`config.mk`:
```
export PLATFORM = sky130hd
export DESIGN_NAME = mdu_iter
export DESIGN_NICKNAME = d
export VERILOG_FILES = /design/src/rtl/mdu_iter.sv
export SDC_FILE = /design/constraint.sdc
export NUM_CORES = 1
export LEC_CHECK = 0
export ABC_AREA = 0
export ABC_CLOCK_PERIOD_IN_PS = 7700
export CORE_MARGIN = 2
export CORE_UTILIZATION = 46
export DETAILED_ROUTE_END_ITERATION = 12
export PLACE_DENSITY = 0.74
export SKIP_LAST_GASP = 1
export SYNTH_ARGS = -nofsm -noshare
export SYNTH_HDL_FRONTEND = slang
export SYNTH_SLANG_ARGS = --single-unit
```
`constraint.sdc`:
```
create_clock -name clock -period 7.7 [get_ports clock]
set_clock_uncertainty 0.05 [all_clocks]
set_input_delay 1.155 -clock clock [delete_from_list [all_inputs] [get_ports clock]]
set_output_delay 1.155 -clock clock [all_outputs]
set_load 0.05 [all_outputs]
```
`src/rtl/mdu_iter.sv`:
```
// Iterative signed multiply/divide unit: one radix-2 step per clock on operand
// magnitudes, sign applied once when the final result is registered.
module mdu_iter #(
    parameter int WIDTH = 32
) (
    input  logic             clock,
    input  logic             reset,
    input  logic             start,
    input  logic             op_div,
    input  logic [WIDTH-1:0] a,
    input  logic [WIDTH-1:0] b,
    input  logic             cancel,
    output logic             busy,
    output logic             done,
    output logic [WIDTH-1:0] result,
    output logic             stall
);

    localparam int CW = (WIDTH > 1) ? $clog2(WIDTH) : 1;
    localparam logic [WIDTH-1:0] ONE        = {{(WIDTH-1){1'b0}}, 1'b1};
    localparam logic [CW-1:0]    COUNT_ONE  = CW'(1);
    localparam logic [CW-1:0]    COUNT_LAST = CW'(WIDTH - 1);

    typedef enum logic [1:0] {
        IDLE = 2'd0,
        RUN  = 2'd1,
        DONE = 2'd2
    } state_t;

    state_t             state_r;
    state_t             state_s;
    logic [CW-1:0]      count_r;
    logic               op_div_r;
    logic               sign_r;
    logic [WIDTH-1:0]   operand_r;     // multiplicand for mult, divisor for div
    logic [2*WIDTH-1:0] prod_r;        // {accumulator/remainder, multiplier/quotient}
    logic               accept_s;
    logic               last_s;
    logic [WIDTH:0]     mult_sum_s;
    logic [WIDTH:0]     div_shift_s;
    logic [WIDTH:0]     div_diff_s;
    logic [2*WIDTH-1:0] prod_next_s;
    logic [WIDTH-1:0]   final_s;

    function automatic logic [WIDTH-1:0] magnitude(input logic [WIDTH-1:0] v);
        if (v[WIDTH-1]) begin
            magnitude = ~v + ONE;
        end else begin
            magnitude = v;
        end
    endfunction

    assign accept_s = (state_r == IDLE) && start && !cancel;
    assign last_s   = (count_r == COUNT_LAST);

    // One shift-add or restoring shift-subtract step, plus the signed final value
    always_comb begin
        mult_sum_s  = {1'b0, prod_r[2*WIDTH-1:WIDTH]}
                    + (prod_r[0] ? {1'b0, operand_r} : {(WIDTH+1){1'b0}});
        div_shift_s = {prod_r[2*WIDTH-1:WIDTH], prod_r[WIDTH-1]};
        div_diff_s  = div_shift_s - {1'b0, operand_r};
        if (op_div_r) begin
            if (!div_diff_s[WIDTH]) begin
                prod_next_s = {div_diff_s[WIDTH-1:0], prod_r[WIDTH-2:0], 1'b1};
            end else begin
                prod_next_s = {div_shift_s[WIDTH-1:0], prod_r[WIDTH-2:0], 1'b0};
            end
        end else begin
            prod_next_s = {mult_sum_s, prod_r[WIDTH-1:1]};
        end
        // Divide by zero saturates to all ones irrespective of operand signs
        if (op_div_r && (operand_r == {WIDTH{1'b0}})) begin
            final_s = {WIDTH{1'b1}};
        end else if (sign_r) begin
            final_s = ~prod_next_s[WIDTH-1:0] + ONE;
        end else begin
            final_s = prod_next_s[WIDTH-1:0];
        end
    end

    // State register
    always_ff @(posedge clock) begin
        if (reset) begin
            state_r <= IDLE;
        end else begin
            state_r <= state_s;
        end
    end

    // Next-state logic
    always_comb begin
        state_s = state_r;
        case (state_r)
            IDLE: begin
                if (accept_s) begin
                    state_s = RUN;
                end else begin
                    state_s = IDLE;
                end
            end
            RUN: begin
                if (cancel) begin
                    state_s = IDLE;
                end else if (last_s) begin
                    state_s = DONE;
                end else begin
                    state_s = RUN;
                end
            end
            DONE:    state_s = IDLE;
            default: state_s = IDLE;
        endcase
    end

    // Output decode
    always_comb begin
        busy  = 1'b0;
        done  = 1'b0;
        stall = accept_s;
        case (state_r)
            IDLE: begin
                busy = 1'b0;
            end
            RUN: begin
                busy  = 1'b1;
                stall = 1'b1;
            end
            DONE: begin
                busy = 1'b1;
                done = !cancel;
            end
            default: begin
                busy = 1'b0;
            end
        endcase
    end

    // Operand capture, iteration datapath and result register
    always_ff @(posedge clock) begin
        if (reset) begin
            count_r   <= {CW{1'b0}};
            op_div_r  <= 1'b0;
            sign_r    <= 1'b0;
            operand_r <= {WIDTH{1'b0}};
            prod_r    <= {(2*WIDTH){1'b0}};
            result    <= {WIDTH{1'b0}};
        end else if (accept_s) begin
            count_r   <= {CW{1'b0}};
            op_div_r  <= op_div;
            sign_r    <= a[WIDTH-1] ^ b[WIDTH-1];
            operand_r <= op_div ? magnitude(b) : magnitude(a);
            prod_r    <= {{WIDTH{1'b0}}, (op_div ? magnitude(a) : magnitude(b))};
        end else if ((state_r == RUN) && !cancel) begin
            count_r <= count_r + COUNT_ONE;
            prod_r  <= prod_next_s;
            if (last_s) begin
                result <= final_s;
            end
        end
    end

endmodule

```
==> impl_metrics.json, run 1 <==
{
  "grt_pass1_wl_um": 59500,
  "gr-total-overflow": 0,
  "ir_worst_vdd_uv": 169,
  "area_growth_pct": 14.9,
  "clkSlewWorstSetupHoldPaths_ns": 0.06,
  "min_period_ns": 5.55,
  "io_pins": 104,
  "status": "completed",
  "start_util": 0.467,
  "die_w_um": 166,
  "cts_max_path_buffers": 2,
  "fp-row-count": 59,
  "fin_crit_sh": 0.721,
  "yosys_warnings": 0,
  "cp-start-kind": "flip-flop",
  "core_area_um2": 26000,
  "seqPwrFrac": 0.331,
  "p_clk_frac": 0.398,
  "cts-root-buf": "clkbuf_16",
  "power_switching_w": 0.000749,
  "drtIter0Drc": 971,
  "crit_type": "reg -> reg",
  "cts_resized": 0,
  "rsz0062_at_grt": "false",
  "wl_um": 36600,
  "clock.fmax_mhz": 180,
  "post-place-cells": 1993,
  "arrival_ns": 5.84,
  "maxSlewViolCount": 0,
  "reg2regPathDepth": 18,
  "die_h_um": 166,
  "cts.hold.buffers_added": 0,
  "wl_met3_um": 2040,
  "htree_levels": 4,
  "netlist_area_um2": 12100,
  "fin_area_um2": 13900,
  "cts_tree": "built",
  "power.density_nw_per_um2": 167,
  "crit_required_ns": 7.99,
  "cts.sinks": 137,
  "ys_types": 86,
  "synth_async_sr_flop_share": 0,
  "hold_depth": 2,
  "tightest_slew_ns": 1.11,
  "comb_power_share": 0.271,
  "reg2reg_to": "result[28]$_SDFFE_PP0P_",
  "synthCells": 1637,
  "fin_nets": 1820,
  "place_congestion": 0.987,
  "via_count": 12300,
  "rr_startpoint": "prod_r[31]$_SDFFE_PP0P_",
  "met2_length_um": 16800,
  "ys_ff_latch": 137,
  "yosysSeqAreaShare": 0.226,
  "drc": 0,
  "finalNonFillerCells": 2025,
  "port_buffers": 103,
  "grt_util_all_layers": 0.260,
  "post_cts.repair.setup_buffers": 0,
  "met1_length_um": 16600,
  "hold_path.class": "reg -> reg",
  "avgRoutedWirePerCell_um": 18.1,
  "ant_nets": 0,
  "clk_latency_ns": 0.43,
  "hp-start": "count_r[4]$_SDFFE_PP0P_",
  "intPower_w": 0.00159,
  "grt_max_degree": 72,
  "ys.flop_type": "dfxtp_1",
  "power_switching_share": 0.321,
  "leakagePower_nw": 5.27,
  "final_common_cell": "nand2_1",
  "slew_headroom": 0.259,
  "avgSynthCellArea_um2": 7.41,
  "synth_edf_count": 0,
  "setup_slack_ns": 2.15,
  "dieArea_um2": 27700,
  "r2r_slack_ns": 2.15,
  "antenna_found_initial": 1,
  "worst_hold_slack_ns": 0.416,
  "cts_made_buffers": 17,
  "top_layer": "met5",
  "setup_tns_ns": 0,
  "hold_end": "count_r[4]$_SDFFE_PP0P_",
  "grt_pass1_vias": 11600,
  "drv_cap": 0,
  "postPlaceCellArea_um2": 13300,
  "drive_above_1_share": 0.0527,
  "dp_hpwl_um": 27500,
  "critPathMaxFanout": 24,
  "synth.net_count": 1780,
  "dr.pass1.iters": 7,
  "dp_slack_ns": 2.25,
  "layout_common_cells": "nand2_1, nor2_1, dfxtp_1",
  "finalSetupViolations": 0,
  "antenna_cells": 0,
  "critPathCaptureType": "flip-flop",
  "via_per_inst": 6.07,
  "finalHoldViolCount": 0
}
[worst max path at each step]
stage | start | end | slack, ns
floorplan | prod_r[31]$_SDFFE_PP0P_ | result[28]$_SDFFE_PP0P_ | 3.12
global placement | prod_r[31]$_SDFFE_PP0P_ | result[28]$_SDFFE_PP0P_ | 2.36
detailed placement | prod_r[31]$_SDFFE_PP0P_ | result[24]$_SDFFE_PP0P_ | 2.25
CTS | prod_r[31]$_SDFFE_PP0P_ | result[24]$_SDFFE_PP0P_ | 2.18
global route | prod_r[31]$_SDFFE_PP0P_ | result[28]$_SDFFE_PP0P_ | 1.73
finish | prod_r[31]$_SDFFE_PP0P_ | result[28]$_SDFFE_PP0P_ | 2.15
[synth_stat cells, types with 16 or more instances]
library cell	number	area (µm²)
nand2b_1	19	119
a21o_1	29	218
inv_1	66	248
nor4_1	16	100
nand4_1	18	113
and2_1	36	225
o31ai_1	26	195
o21ai_0	113	566
nand3_1	30	150
xor2_1	54	473
ha_1	72	901
a21oi_1	127	636
clkbuf_1	73	274
nand2_1	182	683
o211ai_1	71	533
mux2i_1	41	410
xnor2_1	85	744
dfxtp_1	137	2740
nor3_1	27	135
nor2_1	148	556
a211oi_1	68	510
[through the flow]
| step | util | power, W |
|---|---|---|
| floorplan | - | 0.00123 |
| global placement | 0.511 | 0.00140 |
| detailed placement | 0.511 | 0.00140 |
| CTS | 0.537 | 0.00233 |
| global route | 0.537 | 0.00243 |
| finish | 0.537 | 0.00233 |
[final cells by class]
type	instances	area (µm²)
multi-input cells	1336	8730
inverters	66	248
repair buffers	119	1140
clock buffers	21	472
clock inverters	11	191
fillers	2494	12000
well taps	335	419
flip-flops and latches	137	2750
[power groups by stage]
stage                     registers (W)  clock network [W]  logic, W
after detailed placement       0.000787                  0  0.000618
after global placement         0.000785                  0  0.000612
after global routing           0.000777           0.000966  0.000692
final                          0.000773           0.000929  0.000633
after CTS                      0.000771           0.000933  0.000625
after floorplan                0.000769                  0  0.000465
[flip-flops by register name, indices dropped and copies added (netlist names)]
name       cells
prod_r        64
sign_r         1
op_div_r       1
state_r        2
result        32
count_r        5
operand_r     32
[critical path, cell delays in order (launching register included)]
cell and delay [ns]:
dfxtp_1 0.37, inv_1 0.05, ha_1 0.20, fa_1 0.39
nand2b_1 0.21, a21oi_2 0.20, o2111ai_2 0.19, a2111o_1 0.49
a31o_1 0.28, or3_2 0.72, mux2i_1 0.33, ha_1 0.24
o211ai_1 0.22, or3_1 0.37, nor3_1 0.22, nand4_1 0.27
o31ai_1 0.34, xnor2_1 0.10, a211oi_1 0.23
[cell families after synthesis]
| family | share of synthesized area |
|---|---|
| simple gates | 0.209 |
| compound gates | 0.293 |
| buf+inv | 0.0567 |
| xor+xnor | 0.100 |
| flops | 0.226 |
| fa+ha+maj | 0.0775 |
| mux | 0.0375 |
[per-layer routing]
layer,up-vias,global-route usage
met1,5773,0.340
met5,-,0
met2,431,0.430
met3,81,0.0437
met4,2,0.0975
li1,6006,-
Note: power is estimated with default switching activity, not from simulation.
==> run 2: changes to the inputs <==
- ABC_CLOCK_PERIOD_IN_PS: 7700 -> 4800
- PLACE_DENSITY: 0.74 -> 0.76
- clock period: 7.7 -> 4.8 ns (I/O delays scaled with it)
==> impl_metrics.json, run 2 (synthesis results as in run 1) <==
{
  "status": "completed",
  "via_count": 12300,
  "area_growth_pct": 16.4,
  "critPathBufInv": 2,
  "tightest_slew_ns": 1.20,
  "crit_family": "compound AO/OA/AOI/OAI gates",
  "dp_slack_ns": 0.0203,
  "io_pins": 104,
  "maxSlewViolCount": 0,
  "fillers": 2430,
  "cp_cell_sequence": "inv_1 > ha_1 > fa_2 > nand2b_4 > a21oi_4 > o2111ai_2 > a2111o_1 > a31o_1 > or3_4 > mux2i_2 > ha_2 > o211ai_1 > or3_1 > nor3_2 > nand4_1 > buf_6 > o31ai_4 > xnor2_2 > a211oi_2",
  "drive_above_1_share": 0.0701,
  "r2r_slack_ns": 0.12,
  "setup_slack_ns": 0.122,
  "port_buffers": 103,
  "grt_util_all_layers": 0.265,
  "ir_worst_vdd_uv": 269,
  "cp-start-kind": "flip-flop",
  "core_area_um2": 26000,
  "die_h_um": 166,
  "power_switching_share": 0.339,
  "drv_cap": 0,
  "cts_max_path_buffers": 2,
  "antenna_cells": 0,
  "clock.fmax_mhz": 214,
  "dr.pass1.iters": 5,
  "cts_tree": "built",
  "gr-total-overflow": 0,
  "p_clk_frac": 0.372,
  "regMostFlops": "prod_r",
  "die_w_um": 166,
  "layout_common_cells": "nand2_1, nor2_1, dfxtp_1",
  "grt_pass1_vias": 11500,
  "dp_hpwl_um": 28600,
  "intPower_w": 0.00243,
  "power_switching_w": 0.00125,
  "min_period_ns": 4.68,
  "reg2reg_to": "result[30]$_SDFFE_PP0P_",
  "drc": 0,
  "fin_crit_sh": 0.975,
  "worst_hold_slack_ns": 0.434,
  "rr_startpoint": "prod_r[31]$_SDFFE_PP0P_",
  "wl_um": 37400,
  "fin_nets": 1841,
  "htree_levels": 4,
  "arrival_ns": 4.97,
  "cts.sinks": 137,
  "hp-start": "count_r[1]$_SDFFE_PP0P_",
  "crit_required_ns": 5.10,
  "grt_pass1_wl_um": 60400,
  "cts-root-buf": "clkbuf_16",
  "hold_end": "count_r[1]$_SDFFE_PP0P_",
  "clkSlewWorstSetupHoldPaths_ns": 0.06,
  "dieArea_um2": 27700,
  "leakagePower_nw": 5.35,
  "start_util": 0.467,
  "antenna_found_initial": 0,
  "critPathCaptureType": "flip-flop",
  "finalSetupViolations": 0,
  "comb_power_share": 0.291,
  "critical-path-slowest-cell": "a2111o_1",
  "critPathMaxFanout": 5,
  "avgRoutedWirePerCell_um": 18.3,
  "finalHoldViolCount": 0,
  "fp-row-count": 59,
  "fin_area_um2": 14100,
  "power.density_nw_per_um2": 260,
  "reg_top3": "prod_r x64, operand_r x32, result x32",
  "crit_type": "reg -> reg",
  "largest_register_ffs": 64,
  "max_stage_delay_ns": 0.49,
  "postPlaceCellArea_um2": 13400,
  "grt_max_degree": 71,
  "hold_path.class": "reg -> reg",
  "seqPwrFrac": 0.337,
  "cp_num_cells": 19,
  "hold_depth": 2,
  "final_common_cell": "nand2_1",
  "place_congestion": 0.994,
  "ant_nets": 0,
  "reg2regPathDepth": 19,
  "cts_made_buffers": 17,
  "via_per_inst": 6.03,
  "slew_headroom": 0.196,
  "clk_latency_ns": 0.43,
  "drtIter0Drc": 930
}
==> run 2: changes by cell type in the layout (fill, tap and decap cells not counted), sizes merged <==
cell	previous run	this run
buf	18	39
bufinv	5	3
clkbuf	21	18
clkinv	6	7
clkinvlp	0	3
inv	66	67
==> run 2: what timing repair did <==
action	CTS	global route
pin swaps	1	7
resized for setup	3	13
buffers inserted	0	3
setup endpoints to repair	3	7
hold endpoints to repair	0	0
hold buffers	0	0
==> run 2: worst max-delay path by stage <==
stage,startpoint,to,slack [ns]
floorplan,prod_r[31]$_SDFFE_PP0P_,result[28]$_SDFFE_PP0P_,0.22
global placement,prod_r[31]$_SDFFE_PP0P_,result[28]$_SDFFE_PP0P_,0.16
detailed placement,prod_r[31]$_SDFFE_PP0P_,result[26]$_SDFFE_PP0P_,0.02
CTS,prod_r[31]$_SDFFE_PP0P_,result[26]$_SDFFE_PP0P_,0.001
global route,prod_r[31]$_SDFFE_PP0P_,result[28]$_SDFFE_PP0P_,-0.05
finish,prod_r[31]$_SDFFE_PP0P_,result[30]$_SDFFE_PP0P_,0.12
==> run 2: through the flow <==
| step | utilization | instances | setup TNS (ns) | power (W) |
|---|---|---|---|---|
| after floorplan | - | 1637 | 0 | 0.00198 |
| after global placement | 0.516 | 2011 | 0 | 0.00227 |
| after detailed placement | 0.516 | 2011 | 0 | 0.00228 |
| after CTS | 0.540 | 2043 | 0 | 0.00364 |
| after global routing | 0.543 | 2046 | -0.216 | 0.00383 |
| final | 0.543 | 2046 | 0 | 0.00367 |
==> run 2: power by group through the flow <==
stage / combinational (W) / sequential, W / clock (W)
finish: 0.00107 / 0.00124 / 0.00137
CTS: 0.00103 / 0.00123 / 0.00137
floorplan: 0.000746 / 0.00123 / 0
detailed placement: 0.00102 / 0.00126 / 0
global route: 0.00117 / 0.00124 / 0.00143
global placement: 0.00101 / 0.00126 / 0
==> run 2: area by class of cell <==
class | count | area [µm²] | area share
multi-input combinational | 1336 | 8800 | 0.623
tap | 335 | 419 | 0.0297
clock buffer | 18 | 429 | 0.0304
timing repair buffer | 140 | 1300 | 0.0922
clock inverter | 14 | 175 | 0.0124
sequential | 137 | 2750 | 0.194
inverter | 66 | 248 | 0.0175
==> run 2: tightest hold or removal path, cell delays in order, from the launching register on <==
cell and delay (ns):
dfxtp_1 0.33, nand2_1 0.06, a21oi_1 0.05
==> run 2: layer usage <==
metal / part of all wire / track usage
met4: 0.032 / 0.101
met1: 0.44 / 0.347
met5: 0 / 0
met3: 0.059 / 0.0366
met2: 0.47 / 0.443
==> run 3: changes to the inputs <==
- SKIP_CTS_REPAIR_TIMING: default -> 1
==> impl_metrics.json, run 3 (synthesis results as in run 1) <==
{
  "cts.sinks": 137,
  "avgRoutedWirePerCell_um": 18.2,
  "fp-row-count": 59,
  "power_switching_w": 0.00124,
  "fin_crit_sh": 0.973,
  "dp_hpwl_um": 28600,
  "dieArea_um2": 27700,
  "die_h_um": 166,
  "status": "completed",
  "seqPwrFrac": 0.337,
  "power_switching_share": 0.339,
  "grt_max_degree": 71,
  "grt_pass1_wl_um": 60300,
  "hold_path.class": "reg -> reg",
  "cts_tree": "built",
  "hp-start": "count_r[1]$_SDFFE_PP0P_",
  "via_per_inst": 6.02,
  "layout_common_cells": "nand2_1, nor2_1, dfxtp_1",
  "ir_worst_vdd_uv": 269,
  "fin_area_um2": 14100,
  "cp_cell_sequence": "inv_1 > ha_1 > fa_2 > nand2b_4 > a21oi_4 > o2111ai_2 > a2111o_1 > a31o_1 > or3_4 > mux2i_2 > ha_2 > o211ai_1 > or3_1 > nor3_2 > nand4_1 > buf_6 > o31ai_4 > xnor2_1 > a211oi_2",
  "grt_util_all_layers": 0.264,
  "start_util": 0.467,
  "drtIter0Drc": 984,
  "clock.fmax_mhz": 214,
  "crit_required_ns": 5.03,
  "finalSetupViolations": 0,
  "clk_latency_ns": 0.43,
  "antenna_found_initial": 0,
  "largest_register_ffs": 64,
  "tightest_slew_ns": 1.12,
  "rr_startpoint": "prod_r[31]$_SDFFE_PP0P_",
  "critPathLaunch": "prod_r[31]$_SDFFE_PP0P_",
  "maxSlewViolCount": 0,
  "drive_above_1_share": 0.0695,
  "die_w_um": 166,
  "arrival_ns": 4.90,
  "dr.pass1.iters": 5,
  "antenna_cells": 0,
  "core_area_um2": 26000,
  "area_growth_pct": 16.2,
  "p_total_w": 0.00367,
  "cts_max_path_buffers": 2,
  "cp-start-kind": "flip-flop",
  "slew_headroom": 0.250,
  "drv_cap": 0,
  "power.density_nw_per_um2": 260,
  "crit_type": "reg -> reg",
  "drc": 0,
  "regMostFlops": "prod_r",
  "min_period_ns": 4.67,
  "io_pins": 104,
  "place_congestion": 0.994,
  "critPathMaxFanout": 5,
  "comb_power_share": 0.291,
  "postPlaceCellArea_um2": 13400,
  "leakagePower_nw": 5.34,
  "critPathCaptureType": "flip-flop",
  "htree_levels": 4,
  "fin_nets": 1841,
  "fillers": 2436,
  "grt_pass1_vias": 11500,
  "via_count": 12300,
  "p_clk_frac": 0.372,
  "gr-total-overflow": 0,
  "finalHoldViolCount": 0,
  "critical-path-slowest-cell": "a2111o_1",
  "final_common_cell": "nand2_1",
  "cts-root-buf": "clkbuf_16",
  "wl_um": 37300,
  "reg_top3": "prod_r x64, operand_r x32, result x32",
  "port_buffers": 103,
  "max_stage_delay_ns": 0.48,
  "cts_made_buffers": 17,
  "intPower_w": 0.00243,
  "ant_nets": 0,
  "clkSlewWorstSetupHoldPaths_ns": 0.06
}
-- run 3: changes by cell type in the layout (fill, tap and decap cells not counted) --
cell	change
o31ai_4	-1
xnor2_1	+1
xnor2_2	-1
o31ai_2	+1
-- run 3: metal layers --
metal,track usage,vias to the layer above,part of all wire,routed length (µm)
met1,0.347,5763,0.44,16600
li1,-,6058,-,-
met5,0,-,0,0
met2,0.442,424,0.46,17300
met3,0.0364,82,0.057,2140
met4,0.100,0,0.033,1250
-- run 3: final cells by class --
class | count | area (µm²) | share of cell area
sequential | 137 | 2750 | 0.195
clock inverter | 14 | 175 | 0.0124
multi-input combinational | 1336 | 8790 | 0.623
tap | 335 | 419 | 0.0297
inverter | 66 | 248 | 0.0176
clock buffer | 18 | 429 | 0.0304
timing repair buffer | 140 | 1300 | 0.0923
-- run 3: worst max-delay path: cells and delay by family (launching register included) --
kind / cells / cell delay, ns
xor+xnor: 1 / 0.17
simple gates: 5 / 1.25
mux: 1 / 0.19
flops: 1 / 0.33
fa+ha+maj: 3 / 0.79
buf+inv: 2 / 0.23
compound gates: 7 / 1.51
-- run 3: path summary, 6_finish.rpt --
kind,endpoint,slack (ns),cells after the start
max,result[30]$_SDFFE_PP0P_,0.13,19
min,count_r[1]$_SDFFE_PP0P_,0.43,2
max reg2reg,result[30]$_SDFFE_PP0P_,0.13,19
min reg2reg,count_r[1]$_SDFFE_PP0P_,0.43,2
-- run 3: power groups by stage --
stage / logic, W / clock network, W / registers [W]
2_1_floorplan: 0.000746 / 0 / 0.00123
3_3_place_gp: 0.00101 / 0 / 0.00126
3_5_place_dp: 0.00102 / 0 / 0.00126
4_1_cts: 0.00103 / 0.00137 / 0.00123
5_1_grt: 0.00116 / 0.00143 / 0.00124
6_report: 0.00107 / 0.00137 / 0.00124
-- run 3: per-stage QoR --
step	TNS (ns)	hold slack, ns	worst slack [ns]	cells	util
global placement	0	0.397	0.157	2011	0.516
detailed placement	0	0.413	0.0203	2011	0.516
global route	-0.146	0.466	-0.0581	2046	0.543
finish	0	0.434	0.131	2046	0.543
CTS	-0.0994	0.435	-0.0733	2043	0.540
floorplan	0	0.390	0.217	1637	-
